**config.mk**
```make
export PLATFORM = sky130hd
export DESIGN_NAME = vga_timing_gen_flat
export DESIGN_NICKNAME = d
export VERILOG_FILES = /design/src/rtl/vga_pkg.sv /design/src/rtl/vga_timing_gen_if.sv /design/src/rtl/vga_sync_delay.sv /design/src/rtl/vga_timing_gen.sv /design/src/flat_wrapper.sv
export SDC_FILE = /design/constraint.sdc
export NUM_CORES = 1
export LEC_CHECK = 0
export ABC_AREA = 1
export CORE_ASPECT_RATIO = 1.25
export CORE_MARGIN = 4
export CORE_UTILIZATION = 35
export CTS_CLUSTER_DIAMETER = 40
export DETAILED_ROUTE_END_ITERATION = 8
export PLACE_DENSITY_LB_ADDON = 0.3
export SYNTH_ARGS = -nofsm -noshare
export SYNTH_HDL_FRONTEND = slang
export SYNTH_SLANG_ARGS = --single-unit
```
**constraint.sdc**
```tcl
create_clock -name vga_clk -period 1.55 [get_ports vga_clk]
set_input_delay 0.31 -clock vga_clk [delete_from_list [all_inputs] [get_ports vga_clk]]
set_output_delay 0.31 -clock vga_clk [all_outputs]
set_load 0.02 [all_outputs]
```
**src/rtl/vga_pkg.sv**
```systemverilog
// vga_pkg: shared 640x480@60 Hz timing defaults, the raster coordinate type and a
// helper that turns porch/sync widths into an inclusive sync-pulse window.
package vga_pkg;

  // Default horizontal timing, in pixel clocks
  localparam int unsigned HVisible = 640;
  localparam int unsigned HFront   = 16;
  localparam int unsigned HSync    = 96;
  localparam int unsigned HBack    = 48;
  localparam int unsigned HTotal   = HVisible + HFront + HSync + HBack;

  // Default vertical timing, in lines
  localparam int unsigned VVisible = 480;
  localparam int unsigned VFront   = 10;
  localparam int unsigned VSync    = 2;
  localparam int unsigned VBack    = 33;
  localparam int unsigned VTotal   = VVisible + VFront + VSync + VBack;

  typedef logic [9:0] vga_coord_t;

  // Inclusive counter range during which a sync is driven low
  typedef struct packed {
    vga_coord_t first;
    vga_coord_t last;
  } sync_win_t;

  function automatic sync_win_t sync_window(input int unsigned visible,
                                            input int unsigned front,
                                            input int unsigned sync);
    sync_win_t win;
    win.first = vga_coord_t'(visible + front);
    win.last  = vga_coord_t'(visible + front + sync - 1);
    return win;
  endfunction

endpackage

```
**src/rtl/vga_timing_gen_if.sv**
```systemverilog
// vga_timing_gen_if: raster timing bundle from the generator to the pixel stages.
//   hs, vs       - active-low syncs (already delayed to match registered RGB)
//   blank        - 1 on a drawable pixel
//   DrawX, DrawY - current horizontal / vertical counter
//   line_start   - pulse at DrawX==0
//   frame_start  - pulse at DrawX==0 and DrawY==0
// master: generator side (drives everything); slave: consumer side.
interface vga_timing_gen_if;
  import vga_pkg::*;

  logic       hs;
  logic       vs;
  logic       blank;
  vga_coord_t DrawX;
  vga_coord_t DrawY;
  logic       line_start;
  logic       frame_start;

  modport master (
    output hs, vs, blank, DrawX, DrawY, line_start, frame_start
  );

  modport slave (
    input hs, vs, blank, DrawX, DrawY, line_start, frame_start
  );

endinterface

```
**src/rtl/vga_sync_delay.sv**
```systemverilog
// vga_sync_delay: N-stage shift register for an active-low sync. Every stage resets
// to 1 so the delayed sync is inactive straight out of reset. N=0 is a wire.
//   vga_clk - pixel clock
//   reset_n - synchronous active-low reset
//   i_d     - raw sync in
//   o_q     - sync delayed by N cycles
module vga_sync_delay #(
  parameter int unsigned N = 1
) (
  input  logic vga_clk,
  input  logic reset_n,
  input  logic i_d,
  output logic o_q
);

  if (N == 0) begin : g_bypass
    logic w_unused_clk_rst;
    assign w_unused_clk_rst = vga_clk ^ reset_n;
    assign o_q = i_d;
  end else begin : g_pipe
    logic [N-1:0] r_stage;

    always_ff @(posedge vga_clk) begin
      if (!reset_n) begin
        r_stage <= '1;
      end else begin
        r_stage[0] <= i_d;
        for (int i = 1; i < int'(N); i++) begin
          r_stage[i] <= r_stage[i-1];
        end
      end
    end

    assign o_q = r_stage[N-1];
  end

endmodule

```
**src/rtl/vga_timing_gen.sv**
```systemverilog
// vga_timing_gen: 640x480@60 Hz raster timing generator.
//   vga_clk - pixel clock, all logic on posedge
//   reset_n - synchronous active-low reset
//   o_vga   - timing bundle (master modport): hs/vs (delayed SYNC_DELAY cycles),
//             blank, DrawX, DrawY, line_start, frame_start (all undelayed)
// Totals must fit the 10-bit counters; SYNC_DELAY is intended for 0..4.
module vga_timing_gen import vga_pkg::*; #(
  parameter int unsigned H_VISIBLE  = HVisible,
  parameter int unsigned H_FRONT    = HFront,
  parameter int unsigned H_SYNC     = HSync,
  parameter int unsigned H_BACK     = HBack,
  parameter int unsigned V_VISIBLE  = VVisible,
  parameter int unsigned V_FRONT    = VFront,
  parameter int unsigned V_SYNC     = VSync,
  parameter int unsigned V_BACK     = VBack,
  parameter int unsigned SYNC_DELAY = 1
) (
  input  logic              vga_clk,
  input  logic              reset_n,
  vga_timing_gen_if.master  o_vga
);

  localparam int unsigned H_TOTAL = H_VISIBLE + H_FRONT + H_SYNC + H_BACK;
  localparam int unsigned V_TOTAL = V_VISIBLE + V_FRONT + V_SYNC + V_BACK;

  localparam vga_coord_t HLast = vga_coord_t'(H_TOTAL - 1);
  localparam vga_coord_t VLast = vga_coord_t'(V_TOTAL - 1);
  localparam vga_coord_t HVis  = vga_coord_t'(H_VISIBLE);
  localparam vga_coord_t VVis  = vga_coord_t'(V_VISIBLE);

  localparam sync_win_t HWin = sync_window(H_VISIBLE, H_FRONT, H_SYNC);
  localparam sync_win_t VWin = sync_window(V_VISIBLE, V_FRONT, V_SYNC);

  logic       r_active;
  vga_coord_t r_hc, r_vc;
  vga_coord_t w_hc_d, w_vc_d;
  logic       w_hs_raw, w_vs_raw;

  // Counters hold while inactive, so the release edge only sets r_active and the
  // first visible pixel (0,0) is presented for a full cycle.
  always_comb begin
    w_hc_d = r_hc;
    w_vc_d = r_vc;
    if (r_active) begin
      if (r_hc == HLast) begin
        w_hc_d = '0;
        w_vc_d = (r_vc == VLast) ? '0 : r_vc + 10'd1;
      end else begin
        w_hc_d = r_hc + 10'd1;
      end
    end
  end

  always_ff @(posedge vga_clk) begin
    if (!reset_n) begin
      r_active <= 1'b0;
      r_hc     <= '0;
      r_vc     <= '0;
    end else begin
      r_active <= 1'b1;
      r_hc     <= w_hc_d;
      r_vc     <= w_vc_d;
    end
  end

  assign w_hs_raw = ~(r_active & (r_hc >= HWin.first) & (r_hc <= HWin.last));
  assign w_vs_raw = ~(r_active & (r_vc >= VWin.first) & (r_vc <= VWin.last));

  // Syncs are delayed to line up with the RGB registered downstream
  vga_sync_delay #(
    .N (SYNC_DELAY)
  ) u_hs_delay (
    .vga_clk (vga_clk),
    .reset_n (reset_n),
    .i_d     (w_hs_raw),
    .o_q     (o_vga.hs)
  );

  vga_sync_delay #(
    .N (SYNC_DELAY)
  ) u_vs_delay (
    .vga_clk (vga_clk),
    .reset_n (reset_n),
    .i_d     (w_vs_raw),
    .o_q     (o_vga.vs)
  );

  assign o_vga.DrawX       = r_hc;
  assign o_vga.DrawY       = r_vc;
  assign o_vga.blank       = r_active & (r_hc < HVis) & (r_vc < VVis);
  assign o_vga.line_start  = r_active & (r_hc == '0);
  assign o_vga.frame_start = r_active & (r_hc == '0) & (r_vc == '0);

endmodule
```
**src/flat_wrapper.sv**
```systemverilog
// flat-port wrapper written by rule: the top's interface ports become plain ports
module vga_timing_gen_flat import vga_pkg::*;
#(
  parameter int unsigned H_VISIBLE  = HVisible,
  parameter int unsigned H_FRONT    = HFront,
  parameter int unsigned H_SYNC     = HSync,
  parameter int unsigned H_BACK     = HBack,
  parameter int unsigned V_VISIBLE  = VVisible,
  parameter int unsigned V_FRONT    = VFront,
  parameter int unsigned V_SYNC     = VSync,
  parameter int unsigned V_BACK     = VBack,
  parameter int unsigned SYNC_DELAY = 1
)
  (vga_clk, reset_n, o_vga_hs, o_vga_vs, o_vga_blank, o_vga_DrawX, o_vga_DrawY, o_vga_line_start, o_vga_frame_start);
  vga_timing_gen_if o_vga_i ();
  input  logic vga_clk;
  input  logic reset_n;
  output wire logic [$bits(o_vga_i.hs)-1:0] o_vga_hs;
  output wire logic [$bits(o_vga_i.vs)-1:0] o_vga_vs;
  output wire logic [$bits(o_vga_i.blank)-1:0] o_vga_blank;
  output wire logic [$bits(o_vga_i.DrawX)-1:0] o_vga_DrawX;
  output wire logic [$bits(o_vga_i.DrawY)-1:0] o_vga_DrawY;
  output wire logic [$bits(o_vga_i.line_start)-1:0] o_vga_line_start;
  output wire logic [$bits(o_vga_i.frame_start)-1:0] o_vga_frame_start;
  assign o_vga_hs = o_vga_i.hs;
  assign o_vga_vs = o_vga_i.vs;
  assign o_vga_blank = o_vga_i.blank;
  assign o_vga_DrawX = o_vga_i.DrawX;
  assign o_vga_DrawY = o_vga_i.DrawY;
  assign o_vga_line_start = o_vga_i.line_start;
  assign o_vga_frame_start = o_vga_i.frame_start;
  vga_timing_gen #(.H_VISIBLE(H_VISIBLE), .H_FRONT(H_FRONT), .H_SYNC(H_SYNC), .H_BACK(H_BACK), .V_VISIBLE(V_VISIBLE), .V_FRONT(V_FRONT), .V_SYNC(V_SYNC), .V_BACK(V_BACK), .SYNC_DELAY(SYNC_DELAY)) u_core (.vga_clk(vga_clk), .reset_n(reset_n), .o_vga(o_vga_i));
endmodule
```
==> run summary, run 1 <==
CTS tree: done
status: finished with violations
# rows: 24
Fmax: 0.568 GHz
crit share post-route: 114%
Worst Reg-to-Reg Cells: 9
maxcap violations: 0
final hold viol count: 0
Mapped Area: 1330 um^2
crit path kind: register to primary output
Worst-path clk slew: 0.10 ns
Seq/Total Area, Yosys: 34.5%
grt total ovfl: 0
crit start category: register
Final Skew: 0.0142 ns
Crit-path slowest cell: dfxtp_2
Cell Pwr Density: 520 nW/um^2
Yosys top cell area share: 34.5%
Pins Over Slew Limit: 0
Ys Warns: 0
Mapped Cells: 201
crit path DAT: 1.45 ns
initial antenna violation count: 0
CTS Root Cell: clkbuf_8
routed wire length: 4140 um
Final Util: 61.1%
EDFF count, synth: 0
Synth area leader: dfxtp_1
Final setup violation count: 2
Pleak: 1.06 nW
r2r startpoint: u_core.o_vga.DrawX[1]
vias in the first global route: 1,524
worst setup path startpoint: u_core.o_vga.DrawX[1]
nets@finish: 285
worst-margin pin slew: 0.410 ns
I/O pin count: 27
RSZ-0062 raised after global routing: yes
Yosys reg bits: 23
ant diodes: 0
Avg WL per Cell: 13.1 um
Crit path max-delay family: simple AND/OR/NAND/NOR gates
Sink Count: 23
Tot Pwr: 1.14 mW
global-route wire length before repair: 6700 um
WP buf/inv: 2
via count: 1,559
Worst R2R Setup Slack: 0.05 ns
count of different cell masters after synthesis: 27
# hold bufs at CTS: 0
Starting Density: 37.3%
total track usage: 16.8%
later-pin clock latency in the skew report: 0.28 ns
WP depth: 5
VDD IR-drop max: 0.000346 V
Worst slew margin: 72.6%
Port-buffer cells: 26
leading register cell type out of synthesis: dfxtp_1
crit path time final: 1.76 ns
worst hold path type: register to register
Die Area: 4870 um^2
CTS Buf Count: 3
syn_area_per_cell: 6.64 um^2
Core Area: 3570 um^2
Worst R2R End: u_core.o_vga.DrawY[3]
final setup margin: -0.212 ns
Max FO, Critical Path: 2
most instantiated library cell after synthesis: nand2_1
GPL Wtd Cong: 0.883
crit path cell chain: inv_2 -> ha_4 -> nand4_1 -> nor4_4 -> buf_4
HPWL Detailed: 3020 um
number of fill cells: 315
die height: 77.0 um
Min Hold Slack: 0.494 ns
largest net degree at the start of global routing: 15
Req. time, crit path: 1.24 ns
initial detailed-routing violation count: 75
die width: 63.2 um
Via-to-Cell Ratio: 4.92
Critical path destination: o_vga_frame_start
H-tree Lvls: 1
post-route antenna net violation count: 0
main area contributors after synthesis: dfxtp_1 35%, nand2_1 14%, nor2_1 9.3%
area delta synth->final: 63.8%
async set-reset flop share out of synthesis: 0%
Worst setup EP type: primary output
Post-Syn Nets: 207
share of cells above drive strength 1: 34.9%
drt first pass iters: 4
clock buffer depth: 2
Commonest cells post-synth: 49 x nand2_1, 33 x nor2_1, 27 x inv_1
slowest cell delay on critical path: 0.34 ns
violated checks: negative setup slack
DRC: 0
-- power by group --
| part | switching, mW | internal, mW | leakage (nW) |
|---|---|---|---|
| Sequential | 0.00421 | 0.597 | 0.191 |
| Clock | 0.229 | 0.183 | 0.0217 |
| Combinational | 0.0718 | 0.0516 | 0.845 |
| Total | 0.305 | 0.831 | 1.06 |
-- layer usage --
layer  routed length (um)  vias up  track usage [%]  share of wire, %
met5                    0        -                0                 0
met4                  120        0             7.99               2.9
met3                  164       12             2.49               4.0
met2                 2050       36             28.9                50
met1                 1800      710             20.3                43
li1                     -      801                -                 -
-- flip-flops by register name, indices dropped and copies added (netlist names) --
register,count
u_core.o_vga.DrawX,10
u_core.o_vga.DrawY,10
u_core.r_active,1
u_core.u_hs_delay.o_q,1
u_core.u_vs_delay.o_q,1
-- worst min-delay path by stage --
stage	from	end	cells past startpoint
after CTS	u_core.o_vga.DrawX[0]	u_core.o_vga.DrawX[0]	3
after global placement	u_core.o_vga.DrawY[1]	u_core.o_vga.DrawY[1]	2
after floorplan	reset_n	u_core.r_active	0
after detailed placement	u_core.o_vga.DrawY[1]	u_core.o_vga.DrawY[1]	2
after global routing	u_core.o_vga.DrawY[1]	u_core.o_vga.DrawY[1]	2
final	u_core.o_vga.DrawY[1]	u_core.o_vga.DrawY[1]	2
-- cells by family after synthesis --
family / share of synthesized area [%]
xor gates and xnor gates: 1.97
adders and majority gates: 3.75
buffers and inverters: 8.72
and+or+nand+nor: 44.5
AOI/OAI and AO/OA: 6.57
DFF: 34.5
-- timing repair --
item / in CTS / in global routing
buffers inserted: 4 / 4
pin swaps: 12 / 12
endpoints found under the setup margin: 31 / 18
gates resized for setup: 50 / 31
-- placed cells by master (no fill, tap or decap), types with 6 or more instances in the layout --
cell,count
dfxtp_1,11
dfxtp_2,12
nand3_1,18
buf_4,44
a21oi_1,8
inv_1,23
dlygate4sd2_1,20
buf_6,6
nor2_1,29
nand2_1,45
nand4_1,8
-- area by class of cell --
cell class / instances / area [um^2] / share of cell area [%]
well taps: 39 / 48.8 / 2.23
multi-input cells: 148 / 877 / 40.1
flip-flops and latches: 23 / 475 / 21.8
inverters: 29 / 111 / 5.10
repair buffers: 74 / 623 / 28.5
clock inverters: 1 / 7.51 / 0.344
clock buffers: 3 / 41.3 / 1.89
-- worst register-to-register path, delay by kind of cell, from the launching register on --
kind	cells	cell delay, ns
buf+inv	3	0.33
compound gates	1	0.13
fa+ha+maj	1	0.14
flops	1	0.36
simple gates	4	0.50
-- through the flow --
step / std cells / worst slack, ns / TNS (ns) / area (um^2)
floorplan: 201 / 0.0326 / 0 / 1350
global placement: 305 / -0.386 / -0.904 / 1960
detailed placement: 305 / -0.392 / -0.947 / 1960
CTS: 313 / -0.190 / -0.299 / 2040
global route: 317 / -0.288 / -0.622 / 2180
finish: 317 / -0.212 / -0.290 / 2180
No activity file was read; power rests on OpenSTA's default activity.
==> run 2, diff against run 1 <==
- CORE_MARGIN: 4 -> default
==> run 2 against run 1 <==
The run ends with design-rule violations, negative setup slack left. Combinational power is 11% higher. Clock skew decreased by 0.0094 ns. Register-to-register slack is essentially flat. Routed wire length up 3.3%. Core utilization up 2.0 points. Worst hold slack improved by 0.025 ns. Non-clock buffer count rose by 7. Fmax rose by 0.77%. Critical path depth unchanged. Sequential power hardly changed. Cell count is 2.2% higher.
==> run summary, run 2 (synthesis results as in run 1) <==
Fmax: 0.572 GHz
status: finished with violations
CTS Buf Count: 3
initial antenna violation count: 0
RSZ-0062 raised after global routing: yes
initial detailed-routing violation count: 65
Critical path destination: o_vga_frame_start
# rows: 24
total track usage: 20.4%
Max FO, Critical Path: 2
HPWL Detailed: 2980 um
DRC: 4
area of the multi-input gates: 898 um^2
H-tree Lvls: 1
Req. time, crit path: 1.24 ns
die height: 71.0 um
Worst R2R Setup Slack: 0.05 ns
Worst setup EP type: primary output
vias in the first global route: 1,426
most frequent cells in the layout: 52 x buf_4, 43 x nand2_1, 29 x nor2_1
Crit-path slowest cell: dfxtp_2
Design Area, Final: 2250 um^2
die width: 57.2 um
global-route wire length before repair: 6510 um
worst hold path type: register to register
Cell Pwr Density: 495 nW/um^2
area delta synth->final: 69.0%
I/O pin count: 27
WP buf/inv: 2
Tot Pwr: 1.11 mW
later-pin clock latency in the skew report: 0.26 ns
nets@finish: 292
CTS Root Cell: clkbuf_8
r2r startpoint: u_core.o_vga.DrawX[0]
Crit path max-delay family: simple AND/OR/NAND/NOR gates
crit path DAT: 1.44 ns
grt total ovfl: 0
Core Area: 3570 um^2
routed wire length: 4280 um
area occupied by registers: 474 um^2
Final Util: 63.1%
Pleak: 1.11 nW
share of cells above drive strength 1: 37.5%
largest net degree at the start of global routing: 14
via count: 1,618
commonest non-fill, non-tap cell in the layout: buf_4
ant diodes: 0
Worst-path clk slew: 0.09 ns
WP depth: 5
pre-CTS setup slack: -0.383 ns
crit path cell chain: inv_2 -> ha_4 -> nand4_1 -> nor4_4 -> buf_4
Worst slew margin: 72.4%
Via-to-Cell Ratio: 4.99
VDD IR-drop max: 0.000303 V
Avg WL per Cell: 13.2 um
worst setup path startpoint: u_core.o_vga.DrawX[0]
crit start category: register
violated checks: design-rule violations, negative setup slack
Final setup violation count: 2
Starting Density: 37.3%
clock buffer depth: 2
crit path kind: register to primary output
crit path time final: 1.75 ns
drt first pass iters: 6
Worst R2R End: u_core.o_vga.DrawY[6]
final setup margin: -0.198 ns
Worst Reg-to-Reg Cells: 9
maxcap violations: 0
slowest cell delay on critical path: 0.33 ns
Die Area: 4060 um^2
number of fill cells: 322
crit share post-route: 113%
Final Skew: 0.00482 ns
worst-margin pin slew: 0.412 ns
post-route antenna net violation count: 0
GPL Wtd Cong: 0.891
Sink Count: 23
Setup TNS: -0.305 ns
CTS tree: done
Pins Over Slew Limit: 0
Placed Area: 1980 um^2
final hold viol count: 0
Port-buffer cells: 26
run 2: cell types whose count changed in the layout (fill, tap and decap cells not counted), sizes merged:
cell,change
clkinv,+1
dlymetal6s2s,+1
clkinvlp,-1
buf,+7
dlygate4sd2,-1
run 2: worst min-delay path by stage:
stage                               start               endpoint  cells after the start
floorplan                         reset_n        u_core.r_active                      0
global placement    u_core.o_vga.DrawY[1]  u_core.o_vga.DrawY[1]                      2
detailed placement  u_core.o_vga.DrawY[1]  u_core.o_vga.DrawY[1]                      2
CTS                 u_core.o_vga.DrawX[0]  u_core.o_vga.DrawX[0]                      3
global route        u_core.o_vga.DrawY[1]  u_core.o_vga.DrawY[1]                      2
finish              u_core.o_vga.DrawY[1]  u_core.o_vga.DrawY[1]                      2
run 2: metal layers:
| metal | track usage [%] | vias up | part of all wire, % |
|---|---|---|---|
| met4 | 4.34 | 0 | 1.5 |
| met2 | 38.7 | 32 | 53 |
| met1 | 24.7 | 761 | 42 |
| met3 | 1.65 | 6 | 3.0 |
| li1 | - | 819 | - |
| met5 | 0 | - | 0 |
run 2: final cells by class:
cell class                      count  area share [%]
Clock buffer                        3            1.83
Clock inverter                      1           0.222
Inverter                           29            4.94
Multi-Input combinational cell    148            39.8
Sequential cell                    23            21.0
Tap cell                           39            2.16
Timing Repair Buffer               81            30.0
run 2: timing repair:
item	4_1_cts	5_1_grt
cloned	0	0
hold buffers	0	0
gates resized for setup	64	22
setup endpoints to repair	29	19
setup buffers	6	8
pin swaps	13	13
run 2: report_power, final:
group | internal (mW) | switching, mW | leakage, nW
clock | 0.179 | 0.199 | 0.0255
sequential | 0.597 | 0.00357 | 0.191
combinational | 0.0609 | 0.0759 | 0.894
total | 0.837 | 0.278 | 1.11
run 2: stage by stage:
step / hold WS, ns / cells
final: 0.518 / 324
after detailed placement: 0.499 / 307
after global routing: 0.548 / 324
after floorplan: 0.338 / 201
after CTS: 0.518 / 317
after global placement: 0.494 / 307
run 2: worst min-delay path: cells and delay by family, from the launching register on:
kind                   cells  cell delay (ns)
AO/OA/AOI/OAI              1             0.08
buffers and inverters      1             0.07
flip-flops                 1             0.33
